`src/rtl/decode_disp_imm_extract.sv`:
```
// Decode stage that slices ModRM/SIB/displacement/immediate from the post-opcode window behind a 2-entry skid buffer.
// Optional DECODE_EXTRACT_STATS_EN adds saturating accept/stall counters.
module decode_disp_imm_extract #(
    parameter int unsigned WINDOW_BYTES = 12,
    parameter int unsigned MAX_LEN      = 15
) (
    input  logic                      clk,
    input  logic                      reset_n,
    input  logic                      flush,
    input  logic                      in_valid,
    output logic                      in_ready,
    input  logic [8*WINDOW_BYTES-1:0] in_bytes,
    input  logic [1:0]                addressing_bytes,
    input  logic [3:0]                displacement_bytes,
    input  logic [2:0]                immediate_bytes,
    input  logic                      imm_sext,
    input  logic [3:0]                pre_op_len,
    output logic                      out_valid,
    input  logic                      out_ready,
    output logic [7:0]                modrm,
    output logic [7:0]                sib,
    output logic [31:0]               displacement,
    output logic [31:0]               immediate,
    output logic [4:0]                instr_length,
    output logic                      length_error
`ifdef DECODE_EXTRACT_STATS_EN
    ,
    output logic [15:0]               accept_count,
    output logic [15:0]               stall_count
`endif
);

    localparam int unsigned LEN_W = 5;

    typedef struct packed {
        logic [7:0]       modrm;
        logic [7:0]       sib;
        logic [31:0]      disp;
        logic [31:0]      imm;
        logic [LEN_W-1:0] len;
        logic             err;
    } entry_t;

    typedef enum logic [1:0] {
        EMPTY = 2'd0,
        ONE   = 2'd1,
        FULL  = 2'd2
    } state_t;

    // Extend a little-endian field of 0/1/2/4 bytes to 32 bits.
    function automatic logic [31:0] extend_field(input logic [31:0] raw, input logic [2:0] size,
                                                 input logic sext);
        logic [31:0] res;
        case (size)
            3'd1:    res = sext ? {{24{raw[7]}}, raw[7:0]} : {24'd0, raw[7:0]};
            3'd2:    res = sext ? {{16{raw[15]}}, raw[15:0]} : {16'd0, raw[15:0]};
            3'd4:    res = raw;
            default: res = 32'd0;
        endcase
        return res;
    endfunction

    logic [1:0]       w_addr_eff;
    logic [2:0]       w_disp_eff;
    logic [2:0]       w_imm_eff;
    logic [2:0]       w_imm_off;
    logic             w_code_err;
    logic [31:0]      w_disp_raw;
    logic [31:0]      w_imm_raw;
    logic [LEN_W-1:0] w_len;
    entry_t           w_entry;

    // Field extraction on the input side; illegal size codes collapse to a legal size.
    always_comb begin
        w_code_err = 1'b0;
        w_addr_eff = addressing_bytes;
        if (addressing_bytes == 2'd3) begin
            w_addr_eff = 2'd2;
            w_code_err = 1'b1;
        end
        case (displacement_bytes)
            4'd0, 4'd1, 4'd2, 4'd4: w_disp_eff = 3'(displacement_bytes);
            default: begin
                w_disp_eff = 3'd0;
                w_code_err = 1'b1;
            end
        endcase
        case (immediate_bytes)
            3'd0, 3'd1, 3'd2, 3'd4: w_imm_eff = immediate_bytes;
            default: begin
                w_imm_eff  = 3'd0;
                w_code_err = 1'b1;
            end
        endcase
        w_imm_off  = 3'(w_addr_eff) + w_disp_eff;
        w_disp_raw = in_bytes[32'(w_addr_eff) * 8 +: 32];
        w_imm_raw  = in_bytes[32'(w_imm_off) * 8 +: 32];
        w_len      = LEN_W'(pre_op_len) + LEN_W'(w_addr_eff) + LEN_W'(w_disp_eff) + LEN_W'(w_imm_eff);

        w_entry.modrm = (w_addr_eff != 2'd0) ? in_bytes[7:0] : 8'd0;
        w_entry.sib   = (w_addr_eff == 2'd2) ? in_bytes[15:8] : 8'd0;
        w_entry.disp  = extend_field(w_disp_raw, w_disp_eff, 1'b1);
        w_entry.imm   = extend_field(w_imm_raw, w_imm_eff, imm_sext);
        w_entry.len   = w_len;
        w_entry.err   = w_code_err | (w_len > LEN_W'(MAX_LEN));
    end

    state_t r_state;
    state_t w_state_nxt;
    logic   r_in_ready;
    logic   r_out_valid;
    entry_t r_m;
    entry_t r_s;
    logic   w_xfer_in;
    logic   w_load_m_in;
    logic   w_load_m_skid;
    logic   w_load_s;

    assign w_xfer_in = in_valid & r_in_ready;

    // Skid-buffer next state; flush wins over any simultaneous transfer.
    always_comb begin
        w_state_nxt   = r_state;
        w_load_m_in   = 1'b0;
        w_load_m_skid = 1'b0;
        w_load_s      = 1'b0;
        if (flush) begin
            w_state_nxt = EMPTY;
        end else begin
            case (r_state)
                EMPTY: begin
                    if (w_xfer_in) begin
                        w_load_m_in = 1'b1;
                        w_state_nxt = ONE;
                    end
                end
                ONE: begin
                    if (w_xfer_in && out_ready) begin
                        w_load_m_in = 1'b1;
                    end else if (w_xfer_in) begin
                        w_load_s    = 1'b1;
                        w_state_nxt = FULL;
                    end else if (out_ready) begin
                        w_state_nxt = EMPTY;
                    end
                end
                FULL: begin
                    if (out_ready) begin
                        w_load_m_skid = 1'b1;
                        w_state_nxt   = ONE;
                    end
                end
                default: w_state_nxt = EMPTY;
            endcase
        end
    end

    always_ff @(posedge clk or negedge reset_n) begin
        if (!reset_n) begin
            r_state     <= EMPTY;
            r_in_ready  <= 1'b1;
            r_out_valid <= 1'b0;
        end else begin
            r_state     <= w_state_nxt;
            r_in_ready  <= (w_state_nxt != FULL);
            r_out_valid <= (w_state_nxt != EMPTY);
        end
    end

    // Payload registers only move on loads, so a flush leaves the last data visible.
    always_ff @(posedge clk or negedge reset_n) begin
        if (!reset_n) begin
            r_m <= '0;
            r_s <= '0;
        end else begin
            if (w_load_m_in) begin
                r_m <= w_entry;
            end else if (w_load_m_skid) begin
                r_m <= r_s;
            end
            if (w_load_s) begin
                r_s <= w_entry;
            end
        end
    end

    assign in_ready     = r_in_ready;
    assign out_valid    = r_out_valid;
    assign modrm        = r_m.modrm;
    assign sib          = r_m.sib;
    assign displacement = r_m.disp;
    assign immediate    = r_m.imm;
    assign instr_length = r_m.len;
    assign length_error = r_m.err;

`ifdef DECODE_EXTRACT_STATS_EN
    logic [15:0] r_accept_count;
    logic [15:0] r_stall_count;

    always_ff @(posedge clk or negedge reset_n) begin
        if (!reset_n) begin
            r_accept_count <= 16'd0;
            r_stall_count  <= 16'd0;
        end else begin
            if (w_xfer_in && (r_accept_count != 16'hFFFF)) begin
                r_accept_count <= r_accept_count + 16'd1;
            end
            if (r_out_valid && !out_ready && (r_stall_count != 16'hFFFF)) begin
                r_stall_count <= r_stall_count + 16'd1;
            end
        end
    end

    assign accept_count = r_accept_count;
    assign stall_count  = r_stall_count;
`endif

endmodule

```
`config.mk`:
```
export PLATFORM = sky130hd
export DESIGN_NAME = decode_disp_imm_extract
export DESIGN_NICKNAME = d
export VERILOG_FILES = /design/src/rtl/decode_disp_imm_extract.sv
export SDC_FILE = /design/constraint.sdc
export NUM_CORES = 1
export LEC_CHECK = 0
export BUFFER_PORTS_ARGS = -buffer_cell sky130_fd_sc_hd__buf_2
export CAP_MARGIN = 40
export CORE_AREA = 10 10 169 171
export CTS_BUF_LIST = sky130_fd_sc_hd__clkbuf_2 sky130_fd_sc_hd__clkbuf_4 sky130_fd_sc_hd__clkbuf_8
export CTS_CLUSTER_SIZE = 14
export DETAILED_ROUTE_END_ITERATION = 10
export DIE_AREA = 0 0 179 181
export SLEW_MARGIN = 30
export SYNTH_ARGS = -nofsm -noshare
export SYNTH_HDL_FRONTEND = slang
export SYNTH_SLANG_ARGS = --single-unit
```
`constraint.sdc`:
```
create_clock -name clk -period 4.5 [get_ports clk]
set_input_delay 0.45 -clock clk [delete_from_list [all_inputs] [get_ports clk]]
set_output_delay 0.45 -clock clk [all_outputs]
set_load 0.02 [all_outputs]
```
==> results of run 1 <==
[synth_stat cells, types with 8 or more instances]
library cell / n / area (µm²)
sky130_fd_sc_hd__dfrtp_1: 175 / 4380
sky130_fd_sc_hd__a21oi_1: 54 / 270
sky130_fd_sc_hd__o21ai_0: 77 / 385
sky130_fd_sc_hd__a32oi_1: 8 / 70.1
sky130_fd_sc_hd__nand2_1: 160 / 601
sky130_fd_sc_hd__o211ai_1: 24 / 180
sky130_fd_sc_hd__o21bai_1: 14 / 105
sky130_fd_sc_hd__mux4_2: 32 / 721
sky130_fd_sc_hd__nor3_1: 32 / 160
sky130_fd_sc_hd__nand3_1: 9 / 45.0
sky130_fd_sc_hd__mux2i_1: 32 / 320
sky130_fd_sc_hd__a21o_1: 9 / 67.6
sky130_fd_sc_hd__inv_1: 10 / 37.5
sky130_fd_sc_hd__a211oi_1: 16 / 120
sky130_fd_sc_hd__clkbuf_1: 78 / 293
sky130_fd_sc_hd__a31oi_1: 29 / 181
sky130_fd_sc_hd__mux2_2: 75 / 845
sky130_fd_sc_hd__o22ai_1: 35 / 219
sky130_fd_sc_hd__nor2_1: 59 / 221
sky130_fd_sc_hd__a22oi_1: 11 / 82.6
[flip-flops by register name, indices dropped and copies added, names as in the netlist]
register and cells:
immediate 32, length_error 1, modrm 8, r_state 2, instr_length 5, r_s 86
displacement 32, out_valid 1, sib 8, in_ready 1
[worst max-delay path: stages]
cell	delay (ps)
sky130_fd_sc_hd__buf_2	130
sky130_fd_sc_hd__nand2b_1	170
sky130_fd_sc_hd__nor3_1	210
sky130_fd_sc_hd__ha_1	190
sky130_fd_sc_hd__inv_1	60
sky130_fd_sc_hd__fa_4	900
sky130_fd_sc_hd__mux2_2	370
sky130_fd_sc_hd__mux4_2	670
sky130_fd_sc_hd__a22oi_4	220
sky130_fd_sc_hd__buf_4	330
sky130_fd_sc_hd__a31oi_1	140
[cells by family (layout without fill, tap and decap cells)]
logic type	count (synthesis)	after routing
buffers and inverters	100	264
xor gates and xnor gates	6	6
adders and majority gates	13	13
muxes	139	139
DFF	176	176
other	0	4
AOI/OAI and AO/OA	293	293
and+or+nand+nor	281	281
[how the worst max path moves through the flow]
stage,start,to,slack [ps],depth (start not counted)
2_1_floorplan,addressing_bytes[1],r_s[14],350,14
3_3_place_gp,displacement_bytes[2],immediate[29],510,11
3_5_place_dp,displacement_bytes[2],r_s[33],480,11
4_1_cts,displacement_bytes[2],r_s[33],990,11
5_1_grt,displacement_bytes[2],r_s[35],780,11
6_report,displacement_bytes[2],r_s[23],980,11
[layer usage]
metal / up-vias / part of all wire [%]
met4: 0 / 3.1
met3: 59 / 7.0
met1: 4236 / 44
met2: 328 / 46
met5: - / 0
li1: 4000 / -
[stage by stage]
stage / hold slack, ps / power, W / area [µm²] / instances / util, %
5_1_grt: 276 / 0.00496 / 11800 / 1505 / 47.0
2_1_floorplan: 154 / 0.00296 / 9960 / 1008 / -
3_3_place_gp: 452 / 0.00347 / 11200 / 1465 / 44.9
4_1_cts: 271 / 0.00472 / 11700 / 1499 / 46.7
6_report: 284 / 0.00470 / 11800 / 1506 / 47.0
3_5_place_dp: 441 / 0.00351 / 11300 / 1466 / 45.0
[power groups by stage]
stage	registers, W	logic (W)	clock network [W]
after floorplan	0.00231	0.000652	0
after global placement	0.00212	0.00136	0
after detailed placement	0.00213	0.00138	0
after CTS	0.00210	0.00138	0.00124
after global routing	0.00214	0.00151	0.00131
final	0.00210	0.00137	0.00123
[final cells by class]
type                            count  area, µm²
Antenna cell                        4       10.0
Clock buffer                       17        234
Clock inverter                     15        198
Fill cell                        2418      13300
Inverter                           11       41.3
Multi-Input combinational cell    732       5210
Sequential cell                   176       4410
Tap cell                          330        413
Timing Repair Buffer              221       1250
[layout by cell type, fill, tap and decap left out, types with 29 or more instances in the layout]
master,instances
sky130_fd_sc_hd__a21oi_1,54
sky130_fd_sc_hd__a31oi_1,29
sky130_fd_sc_hd__buf_2,194
sky130_fd_sc_hd__dfrtp_1,175
sky130_fd_sc_hd__mux2_2,75
sky130_fd_sc_hd__mux2i_1,32
sky130_fd_sc_hd__mux4_2,32
sky130_fd_sc_hd__nand2_1,159
sky130_fd_sc_hd__nor2_1,58
sky130_fd_sc_hd__nor3_1,31
sky130_fd_sc_hd__o21ai_0,77
sky130_fd_sc_hd__o22ai_1,35
==> metrics.log, run 1 <==
[metrics] final number of max-transition violations: 0
[metrics] register share of total power: between 40% and 50%
[metrics] average routed wire per standard cell: around 23 µm
[metrics] total number of yosys warnings: 0
[metrics] met1 track demand over resource: 27.7%
[metrics] clock root buffer: sky130_fd_sc_hd__clkbuf_8
[metrics] startpoint-to-endpoint class of the critical path: input port to flop
[metrics] startpoint type of the worst setup path: input port
[metrics] cell depth of the worst hold path: 3
[metrics] post-route fraction of the period consumed by the critical path: about four fifths
[metrics] main combinational cell family by area after synthesis: multiplexers
[metrics] number of buffer cells added on primary ports: about 190
[metrics] floorplan core area: approximately 25000 µm²
[metrics] slew of the pin with the lowest slew margin: around 790 ps
[metrics] Layout area overhead: 18.1%
[metrics] count of instances resized after the clock tree is built: 0
[metrics] count of flip-flops with a built-in enable after synthesis: 0
[metrics] share of flip-flops with an asynchronous set or reset after synthesis: 100%
[metrics] switching power: 0.00168 W
[metrics] initial antenna violation count: 4
[metrics] drt pass-1 iters: 5
[metrics] clock period minus worst slack: between 3000 and 4000 ps
[metrics] clock transition at the registers of the reported paths: around 100 ps
[metrics] worst path arrival time: approximately 3800 ps
[metrics] leftover overflow at the end of global routing: 0
[metrics] Crit. End Element: flop
[metrics] remaining antenna violation count: 0
[metrics] total DRC errors in the routed layout: 0
[metrics] Critical R2R Capture: displacement[21]
[metrics] total via count in the routed design: 8623
[metrics] number of design-rule violations left by the first detailed-router iteration: approximately 780
[metrics] Synth Area in XOR/XNOR: less than 1%
[metrics] power per cell area: 400 nW/µm²
[metrics] die span in y: approximately 180 µm
[metrics] final setup violating endpoints: 0
[metrics] Avg Synthesized Cell Area: around 9.9 µm²
[metrics] standard-cell rows: 58
[metrics] clock tree from TritonCTS: done
[metrics] nets in the synthesized netlist: 1136
[metrics] ratio of cells with drive above 1 in the final layout: between 30% and 40%
[metrics] post-synthesis sequential area ratio: between 40% and 50%
[metrics] number of nets in the layout: 1287
[metrics] Global Route met3 Usage: about 5.3%
[metrics] worst-case vdd ir drop: ~0.18 mV
[metrics] max-cap violation count: 0
[metrics] logic gate share of total power: between 20% and 30%
[metrics] CTS HTree Levels: 4
[metrics] Synth Area in Adders: under 10%
[metrics] boundary pin count: 203
[metrics] clock sink count: between 150 and 200
[metrics] number of clock buffers inserted by TritonCTS: 17
[metrics] switching power as a share of total power: 35.8%
[metrics] Mapped Area: between 9000 and 10000 µm²
[metrics] final sum of negative setup slack: 0 ps
[metrics] Relative slew margins: a little under half
[metrics] detailed placer's ending HPWL: approximately 25 mm
[metrics] Post-Syn Instances: about 1.0k
[metrics] Most used DFF post-synth: sky130_fd_sc_hd__dfrtp_1
[metrics] busiest layer in global routing: met2
[metrics] RSZ-0062 raised after global routing: no
[metrics] all-layer global routing usage: 21.0%
[metrics] internal power consumption: 0.00302 W
[metrics] pre-CTS setup slack: 477 ps
[metrics] insertion delay to the later sink of the worst-skew pair: between 400 and 500 ps
[metrics] Total Die Area: between 30000 and 40000 µm²
[metrics] final critical-path setup slack: between 900 and 1000 ps
[metrics] clock network fraction of total power: between 20% and 30%
[metrics] simple-gate area share of the yosys netlist: a little under an eighth
[metrics] fraction of the mapped netlist area in compound gates: between 10% and 20%
[metrics] Initial Utilization: between 30% and 40%
[metrics] outcome: complete, no violations
[metrics] die span in x: roughly 180 µm
[metrics] number of buffers added to fix hold violations after cts: 1
[metrics] critical register-to-register path startpoint: in_ready
[metrics] total wire length: ~34 mm
[metrics] pin count of the biggest net entering global routing: around 90
[metrics] Post CTS Setup Buffer Count: 0
[metrics] required time of the critical path: 4820 ps
[metrics] maximum clock skew at final layout: ~13 ps
[metrics] Critical Path Fanout Max: 28
[metrics] number of unique standard cell types used by synthesis: 47
[metrics] Seq cells post-synth: approximately 180
[metrics] cell depth of the worst flop-to-flop path: 6
[metrics] multiplexer fraction of the synthesized cell area: between 10% and 20%
[metrics] maximum clock insertion buffer count: 2
[metrics] min-delay src: in_bytes[15]
[metrics] global-route wire length before repair: around 52 mm
[metrics] Lkg Pwr: 5.15 nW
[metrics] register-to-register path setup slack: 1690 ps
[metrics] endpoint of the worst hold path: r_s[77]
[metrics] number of hold-slack violations in the final timing report: 0
[metrics] final weighted congestion in routability-driven placement: around 0.85
[metrics] peak clock frequency supported by timing: ~280 MHz
[metrics] via density per instance: 5.73
[metrics] Min-Delay Path Class: input port to flop
[metrics] routing usage on met2: 32.1%
[metrics] vias in the first global route: 8757
Note: power is estimated with default switching activity, not from simulation.
==> inputs of run 2 (changes only) <==
ABC_AREA = 1   (was unset)
CORE_AREA = 10 10 176 178   (was 10 10 169 171)
DIE_AREA = 0 0 186 188   (was 0 0 179 181)
clock period = 3.6 ns   (was 4.5 ns; I/O delays follow)
==> run 2 against run 1 <==
Non-clock buffer count up 14. First-iteration DRC count up 58%. Critical endpoint is now r_s[36]. Die area up 7.9%. Clock skew up 11 ps. Synthesized area up 8.7%. Sequential power up 23%. Register-to-register slack worse by 470 ps. Cell area up 6.5%. Routed wire length up 19%. Critical path depth up 6. Largest power group unchanged.
==> metrics.log, run 2 <==
[metrics] outcome: complete, no violations
[metrics] average routed wire per standard cell: a little under 20 µm
[metrics] startpoint-to-endpoint class of the critical path: input port to flop
[metrics] number of unique standard cell types used by synthesis: 40
[metrics] Layout area overhead: 15.7%
[metrics] fraction of the mapped netlist area in compound gates: between 15 and 20%
[metrics] final critical-path setup slack: about 700 ps
[metrics] total via count in the routed design: 11.2k
[metrics] ranking of synthesized cells by area: sky130_fd_sc_hd__dfrtp_1 40%, sky130_fd_sc_hd__nand2_1 20%, sky130_fd_sc_hd__o21ai_0 9.1%, sky130_fd_sc_hd__nand3_1 7.0%, sky130_fd_sc_hd__inv_1 3.5%
[metrics] pre-CTS setup slack: approximately 300 ps
[metrics] Synth Area in XOR/XNOR: 0.162%
[metrics] clock tree from TritonCTS: done
[metrics] placed insts: just over 2k
[metrics] Synth Area in Adders: under 10%
[metrics] worst path arrival time: 3280 ps
[metrics] total DRC errors in the routed layout: 0
[metrics] Avg Synthesized Cell Area: between 6 and 7 µm²
[metrics] ratio of cells with drive above 1 in the final layout: around 17%
[metrics] final weighted congestion in routability-driven placement: approximately 0.91
[metrics] die span in x: roughly 190 µm
[metrics] floorplan core area: around 27000 µm²
[metrics] nets in the synthesized netlist: about 1.7k
[metrics] final setup violating endpoints: 0
[metrics] power per cell area: 461 nW/µm²
[metrics] share of flip-flops with an asynchronous set or reset after synthesis: 100%
[metrics] flip-flop count of the largest register after layout: between 80 and 90
[metrics] peak clock frequency supported by timing: 345 MHz
[metrics] required time of the critical path: roughly 4000 ps
[metrics] busiest layer in global routing: met2
[metrics] leftover overflow at the end of global routing: 0
[metrics] post-route fraction of the period consumed by the critical path: roughly four fifths
[metrics] pin count of the biggest net entering global routing: 89
[metrics] fin cells: a little over 2k
[metrics] clock period minus worst slack: slightly below 3000 ps
[metrics] maximum clock insertion buffer count: 2
[metrics] Reg with most FFs: r_s
[metrics] clock root buffer: sky130_fd_sc_hd__clkbuf_8
[metrics] initial antenna violation count: 6
[metrics] most frequent cells in the layout: 586 x sky130_fd_sc_hd__nand2_1, 197 x sky130_fd_sc_hd__o21ai_0, 193 x sky130_fd_sc_hd__buf_2
[metrics] maximum clock skew at final layout: approximately 24 ps
[metrics] cell repeated most along the worst path: sky130_fd_sc_hd__nand2_1
[metrics] all-layer global routing usage: roughly 23%
[metrics] simple-gate area share of the yosys netlist: between 30% and 40%
[metrics] drt pass-1 iters: 6
[metrics] Crit. End Element: flop
[metrics] post-synthesis sequential area ratio: between 40% and 50%
[metrics] proportion of netlist area held by the largest area contributor: 40.4%
[metrics] Global Route met3 Usage: ~5.4%
[metrics] routing usage on met2: about a third
[metrics] count of flip-flops with a built-in enable after synthesis: 0
[metrics] Mapped Area: between 10000 and 15000 µm²
[metrics] cells along the critical path: buf_2, inv_1, nand4_1, inv_1, ha_2, inv_1, fa_2, inv_2, nand3_1, nand2_1, nand2_1, nand3_2, nand2_1, inv_2, nand2_1, nand2_1, nand2_1
[metrics] most frequent cell after synthesis: sky130_fd_sc_hd__nand2_1
[metrics] Initial Utilization: about two fifths
[metrics] via density per instance: 5.41
[metrics] Post CTS Setup Buffer Count: 0
[metrics] remaining antenna violation count: 0
[metrics] RSZ-0062 raised after global routing: no
[metrics] global-route wire length before repair: approximately 63 mm
[metrics] number of nets in the layout: 1835
[metrics] Most used DFF post-synth: sky130_fd_sc_hd__dfrtp_1
[metrics] post-synth top area cell: sky130_fd_sc_hd__dfrtp_1
[metrics] insertion delay to the later sink of the worst-skew pair: 500 ps
[metrics] Worst path slowest cell: sky130_fd_sc_hd__fa_2
[metrics] main combinational cell family by area after synthesis: simple AND/OR/NAND/NOR gates
[metrics] most frequent standard cell in the layout excluding fill and tap cells: sky130_fd_sc_hd__nand2_1
[metrics] number of design-rule violations left by the first detailed-router iteration: around 1.2k
[metrics] Min-Delay Path Class: input port to flop
[metrics] die span in y: between 150 and 200 µm
[metrics] worst-case vdd ir drop: about 0.18 mV
[metrics] boundary pin count: roughly 200
[metrics] CTS HTree Levels: 4
[metrics] standard-cell rows: 61
[metrics] Total Die Area: 35000 µm²
[metrics] final number of max-transition violations: 0
[metrics] clock transition at the registers of the reported paths: approximately 120 ps
[metrics] most numerous cell types in the synthesized netlist: 587 x sky130_fd_sc_hd__nand2_1, 197 x sky130_fd_sc_hd__o21ai_0, 175 x sky130_fd_sc_hd__dfrtp_1
[metrics] slew of the pin with the lowest slew margin: slightly below 800 ps
[metrics] number of buffer cells added on primary ports: about 190
[metrics] Post-Syn Instances: 1562
[metrics] clock sink count: about 180
[metrics] detailed placer's ending HPWL: between 20 and 30 mm
[metrics] multiplexer fraction of the synthesized cell area: 0%
[metrics] Relative slew margins: between 40% and 50%
[metrics] number of clock buffers inserted by TritonCTS: 17
[metrics] max-cap violation count: 0
[metrics] total number of yosys warnings: 0
[metrics] startpoint type of the worst setup path: input port
[metrics] Critical Path Fanout Max: 16
[metrics] Largest stage delay, worst path: ~520 ps
[metrics] count of instances resized after the clock tree is built: 0
[metrics] met1 track demand over resource: 33.0%
[metrics] Seq cells post-synth: about 180
[metrics] number of hold-slack violations in the final timing report: 0
[metrics] Lkg Pwr: 6.55 nW
[metrics] final sum of negative setup slack: 0 ps
[metrics] vias in the first global route: between 10k and 15k
[metrics] total wire length: ~41 mm
[metrics] worst-case hold slack: between 150 and 200 ps
==> run 2: logic make-up after synthesis <==
kind of cell,after synthesis
simple gates,828
compound gates,325
buf+inv,218
flops,176
fa+ha+maj,13
xor+xnor,2
==> run 2: worst paths after layout <==
check                                           start          endpoint  slack [ps]  cells past startpoint
worst max-delay path            displacement_bytes[3]           r_s[36]         700                     17
worst min-delay path                            flush        r_state[0]         160                      3
worst max register to register             r_state[0]  displacement[10]        1220                     12
worst min register to register          immediate[29]     immediate[29]         480                      2
max in group asynchronous                     reset_n           r_s[49]        2460                      3
min in group asynchronous                     reset_n  displacement[22]         370                      2
==> run 2: routing by layer <==
metal	vias to the layer above	routed length [µm]
met1	5220	18600
met3	57	3390
li1	5427	-
met2	473	17600
met5	-	28
met4	6	1040
==> run 2: stage by stage <==
step	util (%)	area, µm²	total power, W
floorplan	-	10800	0.00373
global placement	43.9	12000	0.00439
detailed placement	44.1	12100	0.00443
CTS	45.5	12500	0.00581
global route	45.6	12500	0.00615
finish	45.6	12500	0.00577
==> run 2: worst max-delay path, delay by kind of cell <==
kind | cells | cell delay, ps
adder cells (fa/ha/maj) | 2 | 700
buffers and inverters | 6 | 950
AND/OR/NAND/NOR | 9 | 1280
==> run 2: what timing repair did <==
action,in CTS,in global routing
hold buffers,1,0
hold endpoints to repair,78,0
setup endpoints to repair,0,0
==> run 2: power breakdown <==
part           total, W  switching, W  leakage (nW)  internal [W]
clock           0.00138      0.000842         0.199      0.000534
sequential      0.00258      0.000187          2.23       0.00239
combinational   0.00182       0.00121          4.11      0.000604
==> run 2: cell type report <==
cell class	instances	area, µm²
Timing Repair Buffer	235	1380
Sequential cell	176	4410
Multi-Input combinational cell	1168	5510
Inverter	109	409
Clock buffer	18	248
Fill cell	2905	14900
Antenna cell	3	7.51
Tap cell	346	433
Clock inverter	14	138
==> inputs of run 3 (changes only) <==
clock period = 2.5 ns   (was 3.6 ns; I/O delays follow)
==> run 3 against run 2 <==
Flip-flop and latch count is the same. Non-clock buffer count rose by 71. Clock power up 54%. Register-to-register slack lost 670 ps. Utilization is 2.4 points higher. First-iteration DRC count rose by 9.5%. Highest routed layer unchanged. Global-route usage is 0.78 points higher. Power up 49%.
==> metrics.log, run 3 (synthesis results as in run 2) <==
[metrics] outcome: complete, no violations
[metrics] most frequent cells in the layout: 586 x sky130_fd_sc_hd__nand2_1, 197 x sky130_fd_sc_hd__o21ai_0, 193 x sky130_fd_sc_hd__buf_2
[metrics] number of design-rule violations left by the first detailed-router iteration: 1341
[metrics] pin count of the biggest net entering global routing: 79
[metrics] average routed wire per standard cell: 19.5 µm
[metrics] RSZ-0062 raised after global routing: no
[metrics] boundary pin count: approximately 200
[metrics] max-cap violation count: 0
[metrics] Crit. End Element: flop
[metrics] Min-Delay Path Class: input port to flop
[metrics] cells along the critical path: buf_2, inv_2, nand4_1, inv_1, ha_2, inv_1, fa_2, buf_4, buf_4, a21oi_1, o31ai_1, buf_4, o21ai_1
[metrics] total DRC errors in the routed layout: 0
[metrics] total via count in the routed design: roughly 11k
[metrics] Critical Path Fanout Max: 20
[metrics] number of buffer cells added on primary ports: 194
[metrics] total of fill cells in the finished design: approximately 2.9k
[metrics] all-layer global routing usage: about a quarter
[metrics] vias in the first global route: ~11k
[metrics] detailed placer's ending HPWL: around 31 mm
[metrics] leftover overflow at the end of global routing: 0
[metrics] flip-flop count of the largest register after layout: 86
[metrics] Total Die Area: between 30000 and 40000 µm²
[metrics] area of the multi-input gates: roughly 5500 µm²
[metrics] peak clock frequency supported by timing: between 400 and 500 MHz
[metrics] via density per instance: roughly 5.4
[metrics] Lkg Pwr: a little under 7 nW
[metrics] post-route fraction of the period consumed by the critical path: between 90% and 100%
[metrics] number of clock buffers inserted by TritonCTS: 17
[metrics] remaining antenna violation count: 0
[metrics] clock transition at the registers of the reported paths: approximately 100 ps
[metrics] clock root buffer: sky130_fd_sc_hd__clkbuf_8
[metrics] total wire length: about 42 mm
[metrics] Post CTS Setup Buffer Count: 0
[metrics] Worst path slowest cell: sky130_fd_sc_hd__fa_2
[metrics] critical register-to-register path startpoint: in_ready
[metrics] die span in x: 186 µm
[metrics] worst-case vdd ir drop: between 0.2 and 0.3 mV
[metrics] clock sink count: between 150 and 200
[metrics] Initial Utilization: ~40%
[metrics] Layout area overhead: 21.8%
[metrics] number of hold-slack violations in the final timing report: 0
[metrics] Worst Setup SP: displacement_bytes[2]
[metrics] drt pass-1 iters: 5
[metrics] Relative slew margins: about 49%
[metrics] insertion delay to the later sink of the worst-skew pair: between 500 and 600 ps
[metrics] CTS HTree Levels: 4
[metrics] combined flip-flop and latch cell area: 4410 µm²
[metrics] standard-cell rows: 61
[metrics] power per cell area: about 650 nW/µm²
[metrics] required time of the critical path: 2860 ps
[metrics] Largest stage delay, worst path: 650 ps
[metrics] slew of the pin with the lowest slew margin: 764 ps
[metrics] min-delay src: in_bytes[1]
[metrics] clock tree from TritonCTS: done
[metrics] worst-case hold slack: between 60 and 70 ps
[metrics] Reg with most FFs: r_s
[metrics] cell repeated most along the worst path: sky130_fd_sc_hd__buf_4
[metrics] ratio of cells with drive above 1 in the final layout: between 20% and 30%
[metrics] die span in y: between 150 and 200 µm
[metrics] startpoint-to-endpoint class of the critical path: input port to flop
[metrics] final weighted congestion in routability-driven placement: about 0.95
[metrics] number of nets in the layout: approximately 1.9k
[metrics] startpoint type of the worst setup path: input port
[metrics] maximum clock insertion buffer count: 2
[metrics] worst path arrival time: between 2000 and 3000 ps
[metrics] clock period minus worst slack: 2410 ps
[metrics] global-route wire length before repair: ~65 mm
[metrics] initial antenna violation count: 5
[metrics] floorplan core area: between 20000 and 30000 µm²
[metrics] most frequent standard cell in the layout excluding fill and tap cells: sky130_fd_sc_hd__nand2_1
[metrics] maximum clock skew at final layout: roughly 23 ps
[metrics] final number of max-transition violations: 0
[metrics] final setup violating endpoints: 0
[metrics] utilization after layout: about 48%
[run 3: changes by cell type in the layout (fill, tap and decap cells not counted), moves of 2 or more]
cell                         delta
sky130_fd_sc_hd__buf_12        +10
sky130_fd_sc_hd__clkbuf_4       +2
sky130_fd_sc_hd__clkinvlp_4     +3
sky130_fd_sc_hd__diode_2        -2
sky130_fd_sc_hd__fa_1           -2
sky130_fd_sc_hd__buf_4         +63
sky130_fd_sc_hd__buf_16         -2
sky130_fd_sc_hd__clkinv_4       -3
sky130_fd_sc_hd__bufinv_16      +2
sky130_fd_sc_hd__inv_6          -4
sky130_fd_sc_hd__fa_2           +2
[run 3: final timing paths]
kind / to / slack, ps / cells past startpoint
max: r_s[6] / 90 / 13
min: r_s[79] / 60 / 3
max reg2reg: immediate[4] / 550 / 8
min reg2reg: r_s[11] / 480 / 2
max in group asynchronous: displacement[10] / 1510 / 3
min in group asynchronous: modrm[3] / 270 / 2
[run 3: repair_timing]
| item | in CTS | in global routing |
|---|---|---|
| endpoints found under the hold margin | 43 | 0 |
| resized for setup | 0 | 2 |
| hold buffers | 1 | 0 |
| setup endpoints to repair | 0 | 5 |
[run 3: power breakdown]
group | total, W | internal, W | switching (W)
Combinational | 0.00275 | 0.000975 | 0.00178
Sequential | 0.00373 | 0.00344 | 0.000283
Clock | 0.00212 | 0.000963 | 0.00115
Total | 0.00860 | 0.00538 | 0.00321
[run 3: stage by stage]
step	instance area, µm²	cells	setup WS [ps]	total power [W]	setup TNS [ps]
after floorplan	10900	1562	7.64	0.00538	0
after global placement	12800	2104	-352	0.00649	-13160
after detailed placement	12800	2104	-434	0.00653	-17640
after CTS	13200	2137	104	0.00865	0
final	13200	2138	93.8	0.00860	0
after global routing	13200	2138	0.444	0.00914	0
[run 3: area by class of cell]
| type | instances | share of cell area [%] |
|---|---|---|
| Multi-Input combinational cell | 1168 | 41.9 |
| Antenna cell | 1 | 0.0190 |
| Timing Repair Buffer | 306 | 15.1 |
| Sequential cell | 176 | 33.4 |
| Inverter | 109 | 3.12 |
| Clock inverter | 12 | 1.12 |
| Clock buffer | 20 | 1.99 |
| Tap cell | 346 | 3.28 |
[run 3: worst max-delay path: cells and delay by family]
kind	cells	cell delay (ps)
buffers and inverters	7	970
AOI/OAI and AO/OA	3	560
and+or+nand+nor	1	160
adders and majority gates	2	820
[run 3: per-layer routing]
metal  global-route usage (%)  part of all wire (%)  up-vias
met5                        0                 0.053        -
met4                     5.37                   1.5        6
met3                     5.51                   8.5       44
met2                     36.3                    44      504
met1                     33.8                    46     5374
li1                         -                     -     5564
